## config.mk

```make
export PLATFORM = sky130hd
export DESIGN_NAME = multicycle_ctrl
export DESIGN_NICKNAME = d
export VERILOG_FILES = /design/src/rtl/multicycle_ctrl.sv
export SDC_FILE = /design/constraint.sdc
export NUM_CORES = 1
export LEC_CHECK = 0
export CAP_MARGIN = 0
export CORE_UTILIZATION = 25
export DETAILED_ROUTE_END_ITERATION = 8
export PLACE_DENSITY = 0.54
export SLEW_MARGIN = 30
export SYNTH_ARGS = -nofsm -noshare
export SYNTH_HDL_FRONTEND = slang
export SYNTH_SLANG_ARGS = --single-unit
```

## constraint.sdc

```tcl
create_clock -name clk_i -period 2.5 [get_ports clk_i]
set_input_delay 0.625 -clock clk_i [delete_from_list [all_inputs] [get_ports clk_i]]
set_output_delay 0.625 -clock clk_i [all_outputs]
set_load 0.01 [all_outputs]
```

## src/rtl/multicycle_ctrl.sv

```systemverilog
// Multicycle MIPS-subset control FSM (IF/ID/EX/MEM/WB) with bounded memory wait and sticky error state.
// Optional instruction counter output instr_cnt_o when MULTICYCLE_CTRL_PERF_CNT_EN is defined.
module multicycle_ctrl #(
    parameter int unsigned TIMEOUT = 15
) (
    input  logic       clk_i,
    input  logic       rst_i,
    input  logic       start_i,
    input  logic [5:0] op_i,
    input  logic       zero_i,
    input  logic       mem_ready_i,
    output logic       pc_write_o,
    output logic       pc_src_o,
    output logic       ir_write_o,
    output logic       reg_dst_o,
    output logic       alu_src_o,
    output logic       mem_to_reg_o,
    output logic [1:0] alu_op_o,
    output logic       reg_write_o,
    output logic       mem_read_o,
    output logic       mem_write_o,
    output logic [2:0] state_o,
    output logic       err_o
`ifdef MULTICYCLE_CTRL_PERF_CNT_EN
    ,
    output logic [31:0] instr_cnt_o
`endif
);

    typedef enum logic [2:0] {
        S_IDLE = 3'd0,
        S_IF   = 3'd1,
        S_ID   = 3'd2,
        S_EX   = 3'd3,
        S_MEM  = 3'd4,
        S_WB   = 3'd5,
        S_ERR  = 3'd6
    } state_t;

    localparam logic [5:0] OP_RTYPE = 6'b000000;
    localparam logic [5:0] OP_ADDI  = 6'b001000;
    localparam logic [5:0] OP_LW    = 6'b100011;
    localparam logic [5:0] OP_SW    = 6'b101011;
    localparam logic [5:0] OP_BEQ   = 6'b000100;

    localparam logic [7:0] MEM_LAST = 8'(TIMEOUT - 1);

    state_t     state, state_next;
    logic [5:0] op_q;
    logic [7:0] mem_cnt;

    logic is_r, is_addi, is_lw, is_sw, is_beq, is_legal;

    assign is_r     = (op_q == OP_RTYPE);
    assign is_addi  = (op_q == OP_ADDI);
    assign is_lw    = (op_q == OP_LW);
    assign is_sw    = (op_q == OP_SW);
    assign is_beq   = (op_q == OP_BEQ);
    assign is_legal = is_r | is_addi | is_lw | is_sw | is_beq;

    // mem_cnt holds the number of MEM cycles already spent without mem_ready_i.
    // NOTE: sequential state uses non-blocking (<=) so every register sees pre-edge values.
    always_ff @(posedge clk_i or negedge rst_i) begin
        if (!rst_i) begin
            state   <= S_IDLE;
            op_q    <= '0;
            mem_cnt <= '0;
        end else begin
            state <= state_next;
            if (state == S_IF) begin
                op_q <= op_i;
            end
            if (state == S_MEM && !mem_ready_i) begin
                mem_cnt <= mem_cnt + 8'd1;
            end else begin
                mem_cnt <= '0;
            end
        end
    end

    // NOTE: every output and next-state gets a default first, so no latches can be inferred.
    always_comb begin
        state_next   = state;
        pc_write_o   = 1'b0;
        pc_src_o     = 1'b0;
        ir_write_o   = 1'b0;
        reg_dst_o    = 1'b0;
        alu_src_o    = 1'b0;
        mem_to_reg_o = 1'b0;
        alu_op_o     = 2'b00;
        reg_write_o  = 1'b0;
        mem_read_o   = 1'b0;
        mem_write_o  = 1'b0;
        err_o        = 1'b0;

        case (state)
            S_IDLE: begin
                if (start_i) state_next = S_IF;
            end
            S_IF: begin
                ir_write_o = 1'b1;
                state_next = S_ID;
            end
            S_ID: begin
                state_next = is_legal ? S_EX : S_ERR;
            end
            S_EX: begin
                if (is_r) begin
                    alu_op_o   = 2'b10;
                    state_next = S_WB;
                end else if (is_addi) begin
                    alu_src_o  = 1'b1;
                    state_next = S_WB;
                end else if (is_lw || is_sw) begin
                    alu_src_o  = 1'b1;
                    state_next = S_MEM;
                end else if (is_beq) begin
                    alu_op_o   = 2'b01;
                    pc_write_o = 1'b1;
                    pc_src_o   = zero_i;
                    state_next = start_i ? S_IF : S_IDLE;
                end else begin
                    state_next = S_ERR;
                end
            end
            S_MEM: begin
                mem_read_o  = is_lw;
                mem_write_o = is_sw;
                if (mem_ready_i) begin
                    if (is_sw) begin
                        pc_write_o = 1'b1;
                        state_next = start_i ? S_IF : S_IDLE;
                    end else begin
                        state_next = S_WB;
                    end
                end else if (mem_cnt == MEM_LAST) begin
                    state_next = S_ERR;
                end
            end
            S_WB: begin
                reg_write_o  = 1'b1;
                pc_write_o   = 1'b1;
                reg_dst_o    = is_r;
                mem_to_reg_o = is_lw;
                state_next   = start_i ? S_IF : S_IDLE;
            end
            S_ERR: begin
                err_o      = 1'b1;
                state_next = S_ERR;
            end
            default: begin
                state_next = S_ERR;
            end
        endcase
    end

    assign state_o = state;

`ifdef MULTICYCLE_CTRL_PERF_CNT_EN
    always_ff @(posedge clk_i or negedge rst_i) begin
        if (!rst_i) begin
            instr_cnt_o <= '0;
        end else if (pc_write_o) begin
            instr_cnt_o <= instr_cnt_o + 32'd1;
        end
    end
`endif

endmodule

```

* Word-level counts from Yosys, hierarchy flattened
Cells that the tools add are included.
Operators by class: bitwise logic cells 4, $add $sub $neg 1, eq/ne operators 13, reduce and logical (&&, ||, !) cells 6, mux-type cells 40
Operators by type and width (count):
- 3-bit 2-to-1 mux | 9
- 1-bit 2-to-1 mux | 26
- 3-bit one-hot mux with 6 select lines | 1
- 6-bit == test, second input constant | 2
- 3-bit == test, second input constant | 3
- 8-bit by 1-bit adder with 8-bit output, second input constant | 1
- 8-bit by 4-bit == test with 1-bit output, second input constant | 1
- 8-bit 2-to-1 mux | 1
- 3-bit by 2-bit == test with 1-bit output, second input constant | 2
- 6-bit by 3-bit == test with 1-bit output, second input constant | 1
- 6-bit by 4-bit == test with 1-bit output, second input constant | 1
- 6-bit zero test | 1
- 2-bit 2-to-1 mux | 2
- 1-bit OR | 4
- 3-bit by 1-bit == test with 1-bit output, second input constant | 1
- 3-bit zero test | 1
- 3-bit by 2-bit != test with 1-bit output, second input constant | 1
- 1-bit one-hot mux with 3 select lines | 1
- 2-bit != test, second input constant | 1
- 2-bit AND reduction | 1
- 1-bit logical AND | 1
- 1-bit zero test | 1
- 1-bit logical OR | 1
Storage, ports and cells: bits in registers 17, output and inout port bits 15, word-level logic and storage cells 67

* Longest topological paths before layout
word-level depth 7, depth in mapped cells 6, gate-level depth less buffers 6

* Worst setup path before layout
Ideal clock, no wire load.
path kind register to output, start register op_q[1], end output pc_src_o, required time 1875 ps, cell stages (with the launch flop) 5, path slack 319 ps, buffers on the path 0, arrival 1556 ps, cell sequence dfrtp_1 -> or4_4 -> nor3b_1 -> and2b_1 -> and2_1
Between the ends: cells in the longest elaborated chain, start to end 6
Ends and longest elaborated chain:
- from (decl) | line 49 | logic [5:0] op_q;
- from (signal assigned) | line 71 | op_q <= op_i;
- 6-bit by 3-bit == test with 1-bit output (tied with other cells) | line 58 | assign is_beq = (op_q == OP_BEQ);
- 1-bit 2-to-1 mux or 1-bit logical OR (tied branches) | line 117, 114
- 1-bit 2-to-1 mux | line 114 | end else if (is_lw || is_sw) begin
- 1-bit 2-to-1 mux | line 111 | end else if (is_addi) begin
- 1-bit 2-to-1 mux (*) | line 108 | if (is_r) begin
- 1-bit 2-to-1 mux (*) | line 96 | case (state)
- to (decl) | line 13 | output logic pc_src_o,
Mark *: on every way between the ends. The rest lies on a longest branch, timed or not.

* Worst setup path in the final report
start register op_q[4], end output pc_src_o
The elaborated chain is that of the path after synthesis.

==> flow_metrics.tcl <==
set metrics [dict create \
    io_buffers 25 \
    drt-total-wl_mm 2.30 \
    numCtsBuffers 3 \
    internal_power_uw 646 \
    seq_power_share 0.369 \
    vias 886 \
    tightestPinTransition_ps 526 \
    synth_edf_count 0 \
    ioPinCount 26 \
    status "finished clean" \
    clock_tree.root_cell "clkbuf_8" \
    critPathMaxStageDelay_ps 550 \
    drt_iter0_drc 21 \
    dieHeight_um 65 \
    dieArea_um2 4230 \
    finalHoldViolCount 0 \
    synth.most_common_cell "dfrtp_1" \
    wl_per_cell_um 12.2 \
    critPathSlowestCell "or4_4" \
    min_period_ps 2470 \
    cts_max_level 1 \
    initial_core_util 0.265 \
    drive_gt1_frac 0.264 \
    die_w_um 65 \
    crit_path_end_kind "output pin" \
    drc 0 \
    grt_pass1_vias 931 \
    path_clk_slew_ps 70 \
    yosys_register_bits 17 \
    maxCapViolations 0 \
    antenna_left 0 \
    synth-main-ff-cell "dfrtp_1" \
    grt_pass1_wl_mm 4.01 \
    post-place-cells 183 \
    ys_seq_area_frac 0.429 \
    cts_tree "done" \
    cp_max_fo 2 \
    synthArstFlopShare 1.00 \
    power_frac_clock 0.215 \
    area_growth_pct 46.5 \
    setup_viol 0 \
    critical_path_class "reg -> out" \
    synth_area_leaders "dfrtp_1 43%, mux2_2 6.8%, nor2_1 4.5%, nand3_1 3.5%, xor2_1 3.5%" \
    max_slew_margin 0.645 \
    cp.required_ps 1880 \
    fin_cells 188 \
    netlist_instances 100 \
    fin_crit_sh 0.990 \
    leakage_uw 0.000661 \
    skew_ps 4.63 \
    grt_util_all_layers 0.121 \
    hold_path_class "reg -> reg" \
    antenna_found_initial 0 \
    netlist.area_leader.share 0.429 \
    worst_ep_arrival_time_ps 1850 \
    peakVddDrop_v 0.000367 \
    overflow 0 \
    synth_cell_types 38 \
    crit_chain "or4_4, nor3b_4, and2b_1, buf_4, and2_1, buf_2" \
    pwr-share-comb 0.415 \
    path_buf_inv 2 \
    gp_congestion 0.764 \
    report.final.slew_viol_count 0 \
    cts.sinks 17 \
    cts_buffer_depth 2 \
    ys_top_cells_by_count "17 x dfrtp_1, 12 x nor2_1, 7 x nand3_1, 6 x mux2_2" \
    insertion_delay_ps 250 \
    crit_family "simple AND/OR/NAND/NOR gates" \
    antennaDiodeCount 0 \
    place_hpwl_mm 1.77 \
    syn-cell-area_um2 992 \
    grt_setup_unrepaired "yes" \
    switching_share 0.347 \
    switching_power_uw 343 \
    core.rowCount 22 \
    drt-pass1-iter-count 4 \
    grt_max_degree 18 \
    power.total_uw 989 \
    worst_setup_path_start_kind "register" \
    yosysTopAreaCell "dfrtp_1" \
    fin_nets 154 \
    powerDensity_nw_per_um2 681 \
    timing.fmax_ghz 0.404 \
    via_per_inst 4.71 \
    syn_area_per_cell_um2 9.92 \
    holdWs_ps 475 \
    core_um2 3740 \
    ys_warn_count 0 \
    synth_nets 113 \
]
worst reg2reg max path, cell delays in order, from the launching register on:
cell	delay [ps]
dfrtp_1	380
or4_4	550
buf_4	170
a2111oi_4	300
o32ai_1	130
a21oi_2	130
flip-flops by register name, indices dropped and copies added, names as in the netlist:
register,cells
mem_cnt,8
op_q,6
state_o,3
path summary, 6_finish.rpt:
path	start	end	slack (ps)	cells past startpoint
worst max-delay path	op_q[4]$_DFFE_PN0P_	pc_src_o	30	6
worst min-delay path	mem_cnt[0]$_DFF_PN0_	mem_cnt[0]$_DFF_PN0_	470	1
worst max register to register	op_q[4]$_DFFE_PN0P_	state_o[0]$_DFFE_PN0P_	760	5
worst min register to register	mem_cnt[0]$_DFF_PN0_	mem_cnt[0]$_DFF_PN0_	470	1
max in group asynchronous	rst_i	state_o[2]$_DFFE_PN0P_	1610	2
min in group asynchronous	rst_i	mem_cnt[3]$_DFF_PN0_	690	2
cells in the final DEF, fill, tap and decap left out, types with 2 or more instances in the layout:
cell type	Yosys	routed
clkbuf_8	0	3
nand3_1	7	7
nor4_1	3	3
xnor2_1	2	2
nand2_1	4	4
dlygate4sd2_1	0	2
buf_4	1	16
ha_1	2	2
dlymetal6s2s_1	0	2
o21ai_0	4	4
inv_1	4	4
buf_2	3	2
dlygate4sd1_1	0	2
nor2_1	12	12
mux2_2	6	6
nor3_1	3	2
xor2_1	4	4
dfrtp_1	17	17
and3_1	2	2
clkdlybuf4s50_1	0	16
and2_1	2	2
nand2b_1	2	2
cells by family after synthesis:
family / share of synthesized area
and+or+nand+nor: 0.238
DFF: 0.429
adders and majority gates: 0.0252
buffers and inverters: 0.0416
xor gates and xnor gates: 0.0530
muxes: 0.0681
AOI/OAI and AO/OA: 0.145
area by class of cell:
type,instances,area (µm²)
clock buffer,3,41.3
clock inverter,1,7.51
fill,382,2290
inverter,4,15.0
multi-input combinational,74,549
sequential,17,425
tap,48,60.1
timing repair buffer,41,355
power by group through the flow:
stage	Combinational, µW	Clock (µW)	Sequential, µW
2_1_floorplan	186	0	374
3_3_place_gp	392	0	365
3_5_place_dp	394	0	367
4_1_cts	396	220	362
5_1_grt	454	233	374
6_report	411	213	365
stage by stage:
step,worst slack [ps],cell area (µm²),TNS (ps),utilization
after floorplan,319,992,0,-
after global placement,-127,1390,-263,0.371
after detailed placement,-108,1390,-208,0.371
after CTS,0.214,1430,0,0.383
after global routing,-119,1450,-246,0.388
final,25.5,1450,0,0.388
repair_timing:
action / 4_1_cts / 5_1_grt
buffers inserted: 1 / 0
resized for setup: 14 / 14
hold buffers: 0 / 0
pin swaps: 1 / 2
endpoints found under the setup margin: 7 / 8
routing by layer:
layer	vias to the layer above	global-route usage	wire length, µm
met5	-	0	0
met4	0	0.0361	0
met3	0	0.0246	102
met2	21	0.203	1090
met1	425	0.156	1100
li1	440	-	-
Power figures use the tool's default switching activity.
